[config.mk]
export PLATFORM = sky130hd
export DESIGN_NAME = ps2_host_tx
export DESIGN_NICKNAME = d
export VERILOG_FILES = /design/src/rtl/ps2_host_tx.sv
export SDC_FILE = /design/constraint.sdc
export NUM_CORES = 1
export LEC_CHECK = 0
export BUFFER_PORTS_ARGS = -buffer_cell sky130_fd_sc_hd__buf_4
export CORE_UTILIZATION = 57
export DETAILED_ROUTE_END_ITERATION = 8
export GPL_TIMING_DRIVEN = 0
export HOLD_SLACK_MARGIN = 0.12
export PLACE_DENSITY = 0.76
export SETUP_SLACK_MARGIN = 0.05
export SYNTH_ARGS = -nofsm -noshare
export SYNTH_HDL_FRONTEND = slang
export SYNTH_SLANG_ARGS = --single-unit
[constraint.sdc]
create_clock -name clk -period 8.4 [get_ports clk]
set_input_delay 2.52 -clock clk [delete_from_list [all_inputs] [get_ports clk]]
set_output_delay 2.52 -clock clk [all_outputs]
set_load 0.05 [all_outputs]
[src/rtl/ps2_host_tx.sv]
// rtl/ps2_host_tx.sv - PS/2 host-to-device command byte transmitter
//
// Sends one byte to the device with the request-to-send sequence (clock
// inhibit, start-bit request, device-clocked data/parity/stop) and checks
// the device ACK. Only open-collector pull-down enables are produced; the
// top level ties each pin low when its enable is 1, else 'z'.
//
// Ports:
//   clk, rst_n              system clock, asynchronous active-low reset
//   tx_data, tx_valid       command byte and send request
//   tx_ready                high only while idle; accept = tx_valid && tx_ready
//   ps2_clk_i, ps2_data_i   raw pin values (synchronised internally)
//   ps2_clk_oe, ps2_data_oe 1 = pull the corresponding line low
//   busy                    high from accept until the terminal pulse
//   done                    pulse: byte ACKed and bus idle
//   ack_err                 pulse: data high at the ACK edge
//   timeout_err             pulse: start or bit timeout

module ps2_host_tx #(
    parameter int INHIBIT_CYCLES       = 5000,
    parameter int SETUP_CYCLES         = 250,
    parameter int START_TIMEOUT_CYCLES = 750000,
    parameter int BIT_TIMEOUT_CYCLES   = 100000
) (
    input  logic       clk,
    input  logic       rst_n,
    input  logic [7:0] tx_data,
    input  logic       tx_valid,
    output logic       tx_ready,
    input  logic       ps2_clk_i,
    input  logic       ps2_data_i,
    output logic       ps2_clk_oe,
    output logic       ps2_data_oe,
    output logic       busy,
    output logic       done,
    output logic       ack_err,
    output logic       timeout_err
);

    localparam int MAX_A = (INHIBIT_CYCLES > SETUP_CYCLES) ? INHIBIT_CYCLES : SETUP_CYCLES;
    localparam int MAX_B = (START_TIMEOUT_CYCLES > BIT_TIMEOUT_CYCLES) ?
                           START_TIMEOUT_CYCLES : BIT_TIMEOUT_CYCLES;
    localparam int MAX_C = (MAX_A > MAX_B) ? MAX_A : MAX_B;
    localparam int CW    = $clog2(MAX_C) + 1;

    localparam logic [CW-1:0] INH_LAST   = CW'(INHIBIT_CYCLES - 1);
    localparam logic [CW-1:0] SETUP_LAST = CW'(SETUP_CYCLES - 1);
    localparam logic [CW-1:0] START_LIM  = CW'(START_TIMEOUT_CYCLES);
    localparam logic [CW-1:0] BIT_LIM    = CW'(BIT_TIMEOUT_CYCLES);

    typedef enum logic [2:0] {
        S_IDLE,
        S_INHIBIT,
        S_REQ,
        S_SHIFT,
        S_WAIT_IDLE
    } state_t;

    state_t        state, state_n;
    logic [CW-1:0] cnt, cnt_n, cnt_inc, limit;
    logic [3:0]    bit_cnt, bit_cnt_n, edge_num;
    logic [7:0]    tx_byte, tx_byte_n;
    logic          parity, parity_n;
    logic          ack_ok, ack_ok_n;
    logic          data_oe_q, data_oe_n;
    logic          clk_s1, clk_s2, clk_prev;
    logic          data_s1, data_s2;
    logic          dev_fall;

    // Synchronisers reset to 1 (idle bus) so no false edge follows reset.
    always_ff @(posedge clk or negedge rst_n) begin
        if (!rst_n) begin
            clk_s1   <= 1'b1;
            clk_s2   <= 1'b1;
            clk_prev <= 1'b1;
            data_s1  <= 1'b1;
            data_s2  <= 1'b1;
        end else begin
            clk_s1   <= ps2_clk_i;
            clk_s2   <= clk_s1;
            clk_prev <= clk_s2;
            data_s1  <= ps2_data_i;
            data_s2  <= data_s1;
        end
    end

    always_ff @(posedge clk or negedge rst_n) begin
        if (!rst_n) begin
            state     <= S_IDLE;
            cnt       <= '0;
            bit_cnt   <= '0;
            tx_byte   <= '0;
            parity    <= 1'b0;
            ack_ok    <= 1'b0;
            data_oe_q <= 1'b0;
        end else begin
            state     <= state_n;
            cnt       <= cnt_n;
            bit_cnt   <= bit_cnt_n;
            tx_byte   <= tx_byte_n;
            parity    <= parity_n;
            ack_ok    <= ack_ok_n;
            data_oe_q <= data_oe_n;
        end
    end

    assign dev_fall = clk_prev & ~clk_s2;
    assign edge_num = bit_cnt + 4'd1;
    assign cnt_inc  = (cnt == {CW{1'b1}}) ? cnt : cnt + CW'(1);

    always_comb begin
        state_n     = state;
        cnt_n       = cnt_inc;
        bit_cnt_n   = bit_cnt;
        tx_byte_n   = tx_byte;
        parity_n    = parity;
        ack_ok_n    = ack_ok;
        data_oe_n   = data_oe_q;
        ps2_clk_oe  = 1'b0;
        done        = 1'b0;
        ack_err     = 1'b0;
        timeout_err = 1'b0;
        // The first device edge may take much longer than later ones.
        limit       = (bit_cnt == 4'd0) ? START_LIM : BIT_LIM;

        case (state)
            S_IDLE: begin
                cnt_n     = '0;
                data_oe_n = 1'b0;
                if (tx_valid) begin
                    tx_byte_n = tx_data;
                    parity_n  = ~^tx_data;
                    bit_cnt_n = '0;
                    state_n   = S_INHIBIT;
                end
            end
            S_INHIBIT: begin
                ps2_clk_oe = 1'b1;
                data_oe_n  = 1'b0;
                if (cnt == INH_LAST) begin
                    cnt_n     = '0;
                    data_oe_n = 1'b1;
                    state_n   = S_REQ;
                end
            end
            S_REQ: begin
                ps2_clk_oe = 1'b1;
                if (cnt == SETUP_LAST) begin
                    cnt_n     = '0;
                    bit_cnt_n = '0;
                    state_n   = S_SHIFT;
                end
            end
            S_SHIFT: begin
                if (dev_fall) begin
                    cnt_n     = '0;
                    bit_cnt_n = edge_num;
                    if (edge_num <= 4'd8) begin
                        data_oe_n = ~tx_byte[bit_cnt[2:0]];
                    end else if (edge_num == 4'd9) begin
                        data_oe_n = ~parity;
                    end else if (edge_num == 4'd10) begin
                        data_oe_n = 1'b0;
                    end else begin
                        ack_ok_n  = ~data_s2;
                        data_oe_n = 1'b0;
                        state_n   = S_WAIT_IDLE;
                    end
                end else if (cnt >= limit) begin
                    timeout_err = 1'b1;
                    data_oe_n   = 1'b0;
                    cnt_n       = '0;
                    state_n     = S_IDLE;
                end
            end
            S_WAIT_IDLE: begin
                data_oe_n = 1'b0;
                if (clk_s2 && data_s2) begin
                    done    = ack_ok;
                    ack_err = ~ack_ok;
                    cnt_n   = '0;
                    state_n = S_IDLE;
                end else if (cnt >= BIT_LIM) begin
                    timeout_err = 1'b1;
                    cnt_n       = '0;
                    state_n     = S_IDLE;
                end
            end
            default: begin
                state_n = S_IDLE;
            end
        endcase
    end

    // Release data in the very cycle a timeout is reported.
    assign ps2_data_oe = data_oe_q & ~timeout_err;
    assign tx_ready    = (state == S_IDLE);
    assign busy        = (state != S_IDLE) & ~(done | ack_err | timeout_err);

endmodule

### Yosys cells after proc, flatten, opt, wreduce, memory -nomap -nowiden

Cells that the tools add are included.

| cells by class | value |
|---|---|
| add/sub/neg operators | 2 |
| order comparisons | 4 |
| eq/ne operators | 18 |
| muxes and demuxes | 42 |
| bitwise gates (word level) | 15 |
| reduce and logical (&&, ||, !) cells | 14 |

Operators with widths:

| cell | count |
|---|---|
| $mux W21 | 7 |
| $pmux W21 S5 | 1 |
| $mux W3 | 10 |
| $add A21 B1 Y21 const B | 1 |
| $eq A21 B13 Y1 const B | 1 |
| $eq A21 B21 Y1 const B | 1 |
| $eq A21 B8 Y1 const B | 1 |
| $ge A21 B17 Y1 const B | 1 |
| $ge A21 B20 Y1 | 1 |
| $mux W20 | 1 |
| $mux W1 | 15 |
| $ne A3 B3 Y1 const B | 5 |
| $pmux W3 S5 | 1 |
| $mux W4 | 3 |
| $pmux W4 S3 | 1 |
| $not A1 Y1 | 10 |
| $reduce_bool A3 Y1 | 3 |
| $eq A4 B4 Y1 const B | 2 |
| $ne A2 B2 Y1 const B | 4 |
| $reduce_and A8 Y1 | 1 |
| $reduce_xnor A8 Y1 | 1 |
| $eq A3 B2 Y1 const B | 2 |
| $reduce_and A5 Y1 | 1 |
| $add A4 B1 Y4 const B | 1 |
| other kinds (15) | 20 |

| word-level totals | value |
|---|---|
| register bits | 44 |
| input bits | 13 |

### Logic depth before layout (Yosys ltp)

| logic depth | value |
|---|---|
| depth in word-level cells | 9 |
| depth in mapped cells | 14 |
| gate-level depth less buffers | 12 |

### Worst setup path before layout

Ideal clock, no wire load.

| timing | value |
|---|---|
| path type | flip-flop to output port |
| start | register bit_cnt[0] |
| end | output busy |
| arrival | 3.505 ns |
| data required time | 5.880 ns |
| path slack | 2.375 ns |
| stages on the path, launching flop included | 14 |
| path buffers | 1 |
| path through | dfrtp_1 > clkbuf_1 > inv_1 > ha_1 > nor3b_2 > inv_2 > ha_1 > a21oi_1 > maj3_1 > o211ai_1 > a31oi_1 > nand2_1 > a21oi_1 > a21boi_0 |

| on the way | value |
|---|---|
| longest elaborated chain between the ends | 9 |

RTL lines:

| element | line | text |
|---|---|---|
| from (decl) | 61 | `logic [3:0] bit_cnt, bit_cnt_n, edge_num;` |
| from (signal assigned) | 99 | `bit_cnt <= bit_cnt_n;` |
| $logic_not A4 Y1 | 124 | `limit = (bit_cnt == 4'd0) ? START_LIM : BIT_LIM;` |
| $mux W20 | 124 |  |
| $ge A21 B20 Y1 | 169 | `end else if (cnt >= limit) begin` |
| $mux W1 | 169 |  |
| $mux W1 | 155 | `if (dev_fall) begin` |
| $pmux W1 S2 | 126 | `case (state)` |
| $or A1 B1 Y1 | 198 | `assign busy = (state != S_IDLE) & ~(done \| ack_err \| timeout_err);` |
| $not A1 Y1 | 198 |  |
| $and A1 B1 Y1 | 198 |  |
| to (decl) | 34 | `output logic busy,` |

Every way passes these cells.

### Final worst setup path

| timing | value |
|---|---|
| start | register bit_cnt[0] |
| end | output ps2_data_oe |

| on the way | value |
|---|---|
| longest elaborated chain between the ends | 8 |

RTL lines:

| element | line | text |
|---|---|---|
| $logic_not A4 Y1 | 124 |  |
| $mux W20 | 124 |  |
| $ge A21 B20 Y1 | 169 |  |
| $mux W1 | 169 |  |
| $mux W1 | 155 |  |
| $pmux W1 S2 | 126 |  |
| $not A1 Y1 | 196 | `assign ps2_data_oe = data_oe_q & ~timeout_err;` |
| $and A1 B1 Y1 | 196 |  |
| to (decl) | 33 | `output logic ps2_data_oe,` |

Every way passes these cells.

==> impl_metrics.tcl <==
set metrics [dict create \
    status "finished, final reports clean" \
    dr.pass1.iters 4 \
    antenna_found_initial 0 \
    ys_seq_area_share_pct 39.85 \
    grt_pass1_vias 2052 \
    dieArea_um2 5159 \
    htreeDepth 2 \
    ys_types 52 \
    fin_crit_ns 6.118 \
    hold_viol 0 \
    intPower_uw 492.7 \
    ys_top_cells_by_count "dfrtp_1 (39), nor2_1 (39), nand2_1 (25)" \
    r2r_start "bit_cnt[0]" \
    setup_tns_ns 0 \
    n_antenna_cell 0 \
    finalCritPeriodShare_pct 72.83 \
    crit_type "reg -> out" \
    finalMaxSlewViolations 0 \
    yosys.area.top_type "dfrtp_1" \
    syn_avg_cell_area_um2 9.263 \
    cts-resized-gates 0 \
    post_cts_buffers 0 \
    fp.dieH_um 71.83 \
    gp_congestion 0.9022 \
    rows 25 \
    fmax_mhz 163.5 \
    synth_nets 326 \
    ys_ff_latch 44 \
    path_max_fanout 10 \
    synth_top_area_share_pct 35.12 \
    p_seq_share_pct 34.2 \
    grt_pass1_wl_um 9570 \
    total_power_uw 842.7 \
    initial_core_util_pct 59.23 \
    leakagePower_nw 1.353 \
    synth_edf_count 0 \
    routedWlPerCell_um 14.36 \
    irDropWorstVdd_uv 159.9 \
    ys_top_cells_by_area "dfrtp_1 (35%), ha_1 (5.9%), xnor2_1 (5.4%)" \
    clock_sinks 44 \
    clock_latency_ns 0.31 \
    max_slew_margin_pct 49.93 \
    syn_area_um2 2779 \
    worstPathArrival_ns 3.60 \
    grt_max_degree 45 \
    placedCellCount 373 \
    cts_buffers 5 \
    synthCells 300 \
    worst_pin_slew_ns 0.7442 \
    hpwl_um 4092 \
    cts.hold.buffers_added 0 \
    antenna_left 0 \
    crit_path_start_kind "flip-flop" \
    ios 20 \
    end_kind "primary output" \
    switchingPower_uw 350.0 \
    clockRootBuffer "clkbuf_8" \
    grt_overflow 0 \
    drive_above_1_share_pct 17.13 \
    via_per_inst 5.745 \
    cts_tree "yes" \
    routed_wirelength_um 5473 \
    p_per_area_nw_per_um2 273.5 \
    grt_usage_pct 23.79 \
    nets 352 \
    worst_slack_ns 2.282 \
    area_delta_synth_final_pct 10.90 \
    core_um2 4692 \
    vias 2189 \
    async_flop_share_pct 100.0 \
    clock_skew_ns 0.01136 \
    rsz0062_at_grt "no" \
    min_from "data_s1" \
    fill_cells 404 \
    pwr-share-comb_pct 49.7 \
    cp.required_ns 5.88 \
    die_w_um 71.83 \
    pre_cts_slack_ns 2.614 \
    cp-startpoint "bit_cnt[0]" \
    clk_pin_slew_worst_paths_ns 0.09 \
    clockPowerShare_pct 16.1 \
    hp-class "reg -> reg" \
    ys_warn_count 0 \
    drtIter0Drc 153 \
    drc 0 \
    final_cells 381 \
    portBuffers 19 \
    clockBufferDepth 2 \
    netSwitchingFraction_pct 41.53 \
    setup_viol 0 \
    max-cap-violations 0 \
    synth_flop_cell "dfrtp_1" \
]
metrics by stage:
step,util [%],hold slack [ns],area (µm²)
after global placement,63.71,0.3455,2989
final,65.68,0.3596,3082
after detailed placement,63.71,0.3468,2989
after floorplan,-,0.3452,2779
after global routing,65.68,0.3675,3082
after CTS,65.68,0.3593,3082
power groups by stage:
stage          Combinational (mW)  Clock, mW  Sequential, mW
2_1_floorplan               0.325          0           0.283
3_3_place_gp                0.406          0           0.291
3_5_place_dp                0.417          0           0.292
4_1_cts                     0.418      0.141           0.288
5_1_grt                     0.459      0.147           0.295
6_report                    0.419      0.136           0.288
registers in the layout, summed over array words and instances (netlist names):
| register | count |
|---|---|
| cnt | 21 |
| tx_byte | 8 |
| bit_cnt | 4 |
| state | 3 |
| ack_ok | 1 |
| clk_prev | 1 |
| clk_s1 | 1 |
| clk_s2 | 1 |
| data_oe_q | 1 |
| data_s1 | 1 |
| data_s2 | 1 |
| parity | 1 |
placed cells by master, fill, tap and decap left out, types with 2 or more instances in the layout:
cell and count:
a21oi_1 9, a31oi_1 3, and2_1 5, and3_1 8, buf_2 2, buf_4 19, clkbuf_1 11, clkbuf_8 5
clkinvlp_4 2, dfrtp_1 39, dfstp_2 5, ha_1 13, inv_1 9, mux2_2 9, mux2_4 2, mux4_2 2
nand2_1 25, nand2b_1 6, nand3_1 19, nand4_1 7, nor2_1 39, nor2b_1 6, nor3_1 7, nor4_1 3
o211ai_1 2, o21ai_0 10, o21ai_1 2, o31ai_1 2, xnor2_1 17, xor2_1 13
kinds of logic (layout without fill, tap and decap cells):
| group | after synthesis | count (layout) | synth area share [%] |
|---|---|---|---|
| adder cells (fa/ha/maj) | 14 | 14 | 6.214 |
| buffers and inverters | 24 | 51 | 3.602 |
| multiplexers | 15 | 15 | 7.114 |
| XOR/XNOR | 30 | 30 | 9.455 |
| AND/OR/NAND/NOR | 137 | 137 | 25.48 |
| AO/OA/AOI/OAI | 36 | 36 | 8.285 |
| flip-flops | 44 | 44 | 39.85 |
routing by layer:
layer,GRT usage [%],vias to the layer above,wire [µm]
met4,6.536,0,54
met2,37.63,43,2557
met1,33.52,1055,2655
li1,-,1086,-
met3,4.641,5,205
met5,0,-,0
final cells by class:
type | instances | area (µm²) | area share [%]
timing repair buffer | 19 | 142.6 | 4.629
tap | 54 | 67.56 | 2.192
clock inverter | 3 | 23.77 | 0.7714
buffer | 14 | 62.56 | 2.030
sequential | 44 | 1107 | 35.93
inverter | 10 | 37.54 | 1.218
clock buffer | 5 | 68.82 | 2.233
multi-input combinational | 232 | 1572 | 50.99
final timing paths:
kind | to | cells past startpoint | slack [ns]
setup / recovery | ps2_data_oe | 14 | 2.28
hold / removal | data_s2 | 0 | 0.36
setup reg to reg | cnt[15] | 14 | 4.70
hold reg to reg | data_s2 | 0 | 0.36
max in group asynchronous | state[1] | 1 | 5.81
min in group asynchronous | ack_ok | 1 | 2.18
worst max-delay path: stages, from the launching register on:
cell and delay, ns:
dfrtp_1 0.42, clkbuf_1 0.23, inv_1 0.11, ha_1 0.20, nor3b_2 0.36, inv_2 0.19, ha_1 0.33, nand4b_1 0.13
or4b_1 0.52, o21ai_1 0.15, a31oi_1 0.12, nand2_1 0.09, a21oi_1 0.09, and2_1 0.16, buf_4 0.18
No activity file was read; power rests on OpenSTA's default activity.
